File: src/rtl/disp_pkg.sv
// disp_pkg: shared widths, the cost type and arithmetic helpers for the
// disparity stage.
//   PIX_W / COL_W / ROW_W : pixel, column-counter and row-counter widths
//   cost_t                : absolute-difference matching cost
//   absdiff()             : |a - b| on unsigned pixels
//   sat_scale()           : d * gain, saturated to the 8-bit output range
package disp_pkg;

    localparam int PIX_W = 8;
    localparam int COL_W = 9;
    localparam int ROW_W = 8;

    typedef logic [PIX_W-1:0] pix_t;
    typedef logic [PIX_W-1:0] cost_t;

    function automatic cost_t absdiff(input pix_t a, input pix_t b);
        return (a > b) ? cost_t'(a - b) : cost_t'(b - a);
    endfunction

    function automatic pix_t sat_scale(input logic [15:0] d, input logic [15:0] gain);
        logic [31:0] prod;
        prod = {16'd0, d} * {16'd0, gain};
        return (prod > 32'd255) ? 8'hFF : prod[7:0];
    endfunction

endpackage

File: src/rtl/disp_argmin.sv
// disp_argmin: per-lane minimum-cost search (second pipeline stage).
//   HCLK, HRESETn : clock, async active-low reset
//   vld_i         : the costs presented this cycle belong to a real beat
//   cost_i        : NCAND registered costs, index = candidate disparity
//   mask_i        : candidate valid bits (bit d set when p-d >= 0)
//   d_o           : registered winning disparity, 0 when vld_i was low
module disp_argmin
    import disp_pkg::*;
#(
    parameter int NCAND = 17,
    parameter int IDX_W = $clog2(NCAND)
) (
    input  logic                     HCLK,
    input  logic                     HRESETn,
    input  logic                     vld_i,
    input  cost_t [NCAND-1:0]        cost_i,
    input  logic  [NCAND-1:0]        mask_i,
    output logic  [IDX_W-1:0]        d_o
);

    cost_t            best_c;
    logic [IDX_W-1:0] best_d;
    logic             found;
    logic [IDX_W-1:0] d_q;

    // Linear scan from d = 0 upward; strict '<' keeps the lowest index on
    // equal cost.
    always_comb begin
        best_c = '1;
        best_d = '0;
        found  = 1'b0;
        for (int d = 0; d < NCAND; d++) begin
            if (mask_i[d] && (!found || (cost_i[d] < best_c))) begin
                best_c = cost_i[d];
                best_d = IDX_W'(d);
                found  = 1'b1;
            end
        end
    end

    // Forcing 0 on idle beats makes the scaled output 0 during gaps.
    always_ff @(posedge HCLK or negedge HRESETn) begin
        if (!HRESETn) begin
            d_q <= '0;
        end else begin
            d_q <= vld_i ? best_d : '0;
        end
    end

    assign d_o = d_q;

endmodule

File: src/rtl/disparity_stream.sv
// disparity_stream: streaming block-free stereo matcher, 2 pixels per beat.
//   HCLK, HRESETn          : clock, async active-low reset
//   VSYNC_IN               : frame start, holds the row counter at 0
//   HSYNC_IN               : input beat valid
//   DATA_0_L / DATA_1_L    : left pixels, columns x / x+1
//   DATA_0_R / DATA_1_R    : right pixels, columns x / x+1
//   HSYNC_OUT              : HSYNC_IN delayed by 2 cycles
//   DISP_0 / DISP_1        : min(d*SCALE, 255) for columns x / x+1
//   frame_done             : pulse with the output beat of the last pixel pair
// Pipeline: costs and masks are registered (stage 1), the argmin is
// registered inside disp_argmin (stage 2) and scaled on the way out.
module disparity_stream
    import disp_pkg::*;
#(
    parameter int WIDTH    = 320,
    parameter int HEIGHT   = 240,
    parameter int MAX_DISP = 16,   // must be >= 2
    parameter int SCALE    = 16
) (
    input  logic             HCLK,
    input  logic             HRESETn,
    input  logic             VSYNC_IN,
    input  logic             HSYNC_IN,
    input  logic [PIX_W-1:0] DATA_0_L,
    input  logic [PIX_W-1:0] DATA_1_L,
    input  logic [PIX_W-1:0] DATA_0_R,
    input  logic [PIX_W-1:0] DATA_1_R,
    output logic             HSYNC_OUT,
    output logic [PIX_W-1:0] DISP_0,
    output logic [PIX_W-1:0] DISP_1,
    output logic             frame_done
);

    localparam int NCAND = MAX_DISP + 1;
    localparam int IDX_W = $clog2(NCAND);
    localparam int LANES = 2;

    // ---------------------------------------------------------------
    // Position tracking
    // ---------------------------------------------------------------
    logic [COL_W-1:0] col_q, col_d;
    logic [ROW_W-1:0] row_q, row_d;
    logic             last_col;
    logic             last_beat;

    assign last_col = (col_q == COL_W'(WIDTH - 2));
    // VSYNC_IN makes the current beat count as row 0.
    assign last_beat = HSYNC_IN && last_col && !VSYNC_IN
                       && (row_q == ROW_W'(HEIGHT - 1));

    always_comb begin
        col_d = '0;
        if (HSYNC_IN && !last_col) begin
            col_d = col_q + COL_W'(2);
        end
        row_d = row_q;
        if (VSYNC_IN) begin
            row_d = '0;
        end else if (HSYNC_IN && last_col) begin
            row_d = (row_q == ROW_W'(HEIGHT - 1)) ? '0 : row_q + ROW_W'(1);
        end
    end

    // ---------------------------------------------------------------
    // Right-pixel history: hist_q[0] is column x-1, hist_q[k] is x-1-k.
    // ---------------------------------------------------------------
    pix_t [MAX_DISP-1:0] hist_q;

    always_ff @(posedge HCLK or negedge HRESETn) begin
        if (!HRESETn) begin
            col_q  <= '0;
            row_q  <= '0;
            hist_q <= '0;
        end else begin
            col_q <= col_d;
            row_q <= row_d;
            if (HSYNC_IN) begin
                hist_q[0] <= DATA_1_R;
                hist_q[1] <= DATA_0_R;
                for (int k = 2; k < MAX_DISP; k++) begin
                    hist_q[k] <= hist_q[k-2];
                end
            end
        end
    end

    // ---------------------------------------------------------------
    // Stage 1: costs and valid masks for both lanes
    // ---------------------------------------------------------------
    cost_t [LANES-1:0][NCAND-1:0] cost_d, cost_q;
    logic  [LANES-1:0][NCAND-1:0] mask_d, mask_q;
    logic  [1:0]                  vld_pipe_q;   // [0]: stage 1, [1]: stage 2
    logic  [1:0]                  fd_pipe_q;

    for (genvar ln = 0; ln < LANES; ln++) begin : g_lane_cost
        for (genvar d = 0; d < NCAND; d++) begin : g_cand
            // Right column for lane ln, candidate d is x + (ln - d).
            pix_t r_pix;
            pix_t l_pix;
            if (ln - d == 1) begin : g_r1
                assign r_pix = DATA_1_R;
            end else if (ln - d == 0) begin : g_r0
                assign r_pix = DATA_0_R;
            end else begin : g_rh
                assign r_pix = hist_q[d-ln-1];
            end
            if (ln == 0) begin : g_l0
                assign l_pix = DATA_0_L;
            end else begin : g_l1
                assign l_pix = DATA_1_L;
            end
            assign cost_d[ln][d] = absdiff(l_pix, r_pix);
            // History left over from a previous row is never consulted.
            assign mask_d[ln][d] = ((int'(col_q) + ln) >= d);
        end
    end

    always_ff @(posedge HCLK or negedge HRESETn) begin
        if (!HRESETn) begin
            cost_q     <= '0;
            mask_q     <= '0;
            vld_pipe_q <= '0;
            fd_pipe_q  <= '0;
        end else begin
            cost_q     <= cost_d;
            mask_q     <= mask_d;
            vld_pipe_q <= {vld_pipe_q[0], HSYNC_IN};
            fd_pipe_q  <= {fd_pipe_q[0], last_beat};
        end
    end

    // ---------------------------------------------------------------
    // Stage 2: per-lane argmin, then scale on the way out
    // ---------------------------------------------------------------
    logic [LANES-1:0][IDX_W-1:0] win;

    for (genvar ln = 0; ln < LANES; ln++) begin : g_lane_min
        disp_argmin #(
            .NCAND (NCAND)
        ) u_argmin (
            .HCLK    (HCLK),
            .HRESETn (HRESETn),
            .vld_i   (vld_pipe_q[0]),
            .cost_i  (cost_q[ln]),
            .mask_i  (mask_q[ln]),
            .d_o     (win[ln])
        );
    end

    assign HSYNC_OUT  = vld_pipe_q[1];
    assign frame_done = fd_pipe_q[1];
    assign DISP_0     = sat_scale(16'(win[0]), 16'(SCALE));
    assign DISP_1     = sat_scale(16'(win[1]), 16'(SCALE));

endmodule

File: config.mk
export PLATFORM = sky130hd
export DESIGN_NAME = disparity_stream
export DESIGN_NICKNAME = d
export VERILOG_FILES = /design/src/rtl/disp_pkg.sv /design/src/rtl/disp_argmin.sv /design/src/rtl/disparity_stream.sv
export SDC_FILE = /design/constraint.sdc
export NUM_CORES = 2
export LEC_CHECK = 0
export BUFFER_PORTS_ARGS = -buffer_cell sky130_fd_sc_hd__buf_2
export CAP_MARGIN = 20
export CORE_ASPECT_RATIO = 0.9
export CORE_MARGIN = 1.5
export CORE_UTILIZATION = 35
export CTS_CLUSTER_DIAMETER = 40
export CTS_CLUSTER_SIZE = 12
export DETAILED_ROUTE_END_ITERATION = 8
export MAX_ROUTING_LAYER = met4
export PLACE_DENSITY = 0.52
export SLEW_MARGIN = 20
export SYNTH_ARGS = -nofsm -noshare
export SYNTH_HDL_FRONTEND = slang
export SYNTH_HIERARCHICAL = 1
export SYNTH_SLANG_ARGS = --single-unit
File: constraint.sdc
create_clock -name HCLK -period 32.9 [get_ports HCLK]
set_clock_uncertainty 0.2 [all_clocks]
set_input_delay 1.645 -clock HCLK [delete_from_list [all_inputs] [get_ports HCLK]]
set_output_delay 1.645 -clock HCLK [all_outputs]
set_load 0.01 [all_outputs]
==> flow_summary.toml <==
[timing]
slew_violations = 0
max_freq_mhz = 31.9
slew_headroom_pct = 28.7
fin_crit_sh_pct = 95.1
tightest_slew_ns = 1.06
finalHoldViolations = 0
final.setup.worst_slack_ns = 1.60
setup_viol = 0
setup_tns_ns = 0
worst_hold_slack_ns = 0.155
fin_crit_ns = 31.30

[logic_synthesis]
synth_area_mm2 = 0.0472
synth_top_family_by_area = "compound AO/OA/AOI/OAI gates"
synthMuxAreaShare_pct = 8.04
synth_largest_area_cell = "dfrtp_1"
avgSynthCellArea_um2 = 9.07
ys_top_cells_by_count = "684 x ha_1, 463 x dfrtp_1, 423 x nand2_1, 404 x inv_1, 392 x a21oi_1"
synth_cell_types = 106
synth-simple-area-share_pct = 12.6
yosysSeqAreaShare_pct = 24.6
async_reset_ff_share_pct = 100
yosysMostFrequentCell = "ha_1"
syn_inst = 5199
synth_xor_area_share_pct = 4.08
synth_flop_cell = "dfrtp_1"
synth-compound-area-share_pct = 22.9
synth_seq_cells = 463
synth_top_area_share_pct = 24.6
yosysWarnings = 6
synth_edf_count = 0
synth_area_leaders = "dfrtp_1 25%, ha_1 18%, mux2i_1 5.8%"
yosys.area_share.adder_pct = 21.4

[grt]
grt_pass1_vias = 39400
grtUsageMet3_pct = 3.52
grt_max_degree = 93
busiest_layer = "met1"
track_usage_pct = 25.9
antenna_found_initial = 5
use_met1_pct = 37.9
grtUsageMet2_pct = 36.7
grt_pass1_wl_um = 260000
overflow = 0

[critical_path]
arrival_ns = 31.71
end_kind = "flip-flop"
slowest_delay_ns = 0.58
start_kind = "flip-flop"
crit_top_cell = "ha_1"
cp.required_ns = 33.31
worstSetupPathType = "reg -> reg"
critPathSlowestCell = "or4_1"
worstPathMaxFanout = 18

[layout]
nets = 6040
final_area_mm2 = 0.0532
drive_gt1_share_pct = 12.8
area_delta_synth_final_pct = 12.9
postLayoutCoreUtil_pct = 39.9
final.fill_count = 13500
stdcell_count = 7072

[routing]
drt-initial-drc-count = 4162
wl_um = 175000
post_drt_via_cell_ratio = 5.78
ant_nets = 0
drc_errors = 0
wire_per_inst_um = 24.8
vias = 40900
first_pass_iters = 5

[power]
irDropWorstVdd_mv = 0.0743
intPower_mw = 3.00
p_total_mw = 5.97
clkPwrFrac_pct = 17.0
combPwrFrac_pct = 67.2
p_leak_nw = 25.7
powerDensity_mw_per_mm2 = 112
p_sw_mw = 2.97
pwr-share-seq_pct = 15.8
sw_frac_of_total_pct = 49.7

[floorplan]
die_x_um = 390
die_area_mm2 = 0.137
start_util_pct = 35.3
core_area_mm2 = 0.133
ios = 54
num_rows = 127
die_h_um = 351

[clock_tree]
clkSinkCount = 463
ctsHoldBuffers = 0
cts-buffers-inserted = 95
path_clk_slew_ns = 0.06
clk-insertion-delay-late_ns = 0.72
h-tree-depth = 3
clockRootBuffer = "clkbuf_16"
clockBufferDepth = 3
cts_tree = "yes"

[place]
io_buffers = 53
post_dp_cell_area_mm2 = 0.0487
dp.cells = 6827
dp_hpwl_um = 130000
gp_congestion = 1.00
place_ws_ns = -2.63

[worst_hold_path]
hold_path_class = "reg -> reg"

[run]
drv_cap = 0

[run_status]
status = "completed"
[critical path, delay by kind of cell, from the launching register on]
family / cells / cell delay, ns
simple gates: 37 / 8.27
flops: 1 / 0.41
compound gates: 66 / 12.75
buf+inv: 20 / 2.56
mux: 8 / 2.29
fa+ha+maj: 16 / 4.65
[cells in the final DEF (no fill, tap or decap), drive strengths merged, types with 36 or more instances in the layout]
cell type | synthesis | final
o21ai | 325 | 325
nand4 | 122 | 122
a31oi | 150 | 150
nor2b | 39 | 39
ha | 684 | 684
nand2 | 423 | 423
inv | 404 | 421
o211ai | 35 | 36
xor2 | 140 | 140
buf | 200 | 196
o22a | 39 | 39
mux2 | 81 | 81
o21bai | 43 | 43
and3 | 36 | 36
a21o | 250 | 250
nand3 | 43 | 43
clkbuf | 46 | 115
dfrtp | 463 | 463
xnor2 | 80 | 80
fa | 68 | 68
nor2 | 174 | 175
a211oi | 129 | 129
nand3b | 108 | 108
mux2i | 276 | 276
a21oi | 402 | 402
nor3 | 40 | 40
[flip-flops by register name, summed over array words and instances, names as in the netlist]
signal,flops
g_lane_min.u_argmin/d_o,10
mask_q,33
g_lane_cost.g_cand.r_pix,128
col_q,8
vld_pipe_q,2
fd_pipe_q,2
row_q,8
cost_q,272
[layout make-up]
| cell class | count | area, um^2 | share of cell area (%) |
|---|---|---|---|
| multi-input combinational | 4091 | 33200 | 62.3 |
| sequential | 463 | 11600 | 21.8 |
| clock buffer | 114 | 2590 | 4.86 |
| tap | 1741 | 2180 | 4.09 |
| inverter | 404 | 1520 | 2.85 |
| timing repair buffer | 197 | 1390 | 2.62 |
| clock inverter | 60 | 782 | 1.47 |
| antenna | 2 | 5.00 | 0.00940 |
[power groups by stage]
stage | clock network (mW) | logic [mW] | registers [mW]
floorplan | 0 | 2.73 | 0.838
global placement | 0 | 3.69 | 0.948
detailed placement | 0 | 3.71 | 0.941
CTS | 1.03 | 3.78 | 0.937
global route | 1.06 | 4.43 | 0.959
finish | 1.01 | 4.01 | 0.943
[cell families after synthesis]
logic type,count (synthesis)
multiplexers,357
buffers and inverters,650
AO/OA/AOI/OAI,1585
flip-flops,463
AND/OR/NAND/NOR,1155
other,1
XOR/XNOR,220
adder cells (fa/ha/maj),768
[what timing repair did]
item | in CTS | in global routing
gates resized for setup | 40 | 121
pin swaps | 6 | 32
endpoints found under the setup margin | 10 | 10
cloned | 1 | 4
setup buffers | 9 | 55
[metal layers]
layer  up-vias  share of wire, %  wire (um)
li1      19000                 -          -
met1     20100                49      85200
met2      1514                41      72500
met3       296               7.0      12300
met4         0               3.1       5440
met5         -                 0          0
[path summary, 6_finish.rpt]
path / start / end / slack, ns / cells past startpoint
worst max-delay path: mask_q[17] / g_lane_min[0].u_argmin/d_o[0] / 1.60 / 147
worst min-delay path: fd_pipe_q[0] / fd_pipe_q[1] / 0.16 / 0
worst max register to register: mask_q[17] / g_lane_min[0].u_argmin/d_o[0] / 1.60 / 147
worst min register to register: fd_pipe_q[0] / fd_pipe_q[1] / 0.16 / 0
max in group asynchronous: HRESETn / mask_q[17] / 29.71 / 3
min in group asynchronous: HRESETn / cost_q[34] / 0.72 / 1
Power figures use the tool's default switching activity.
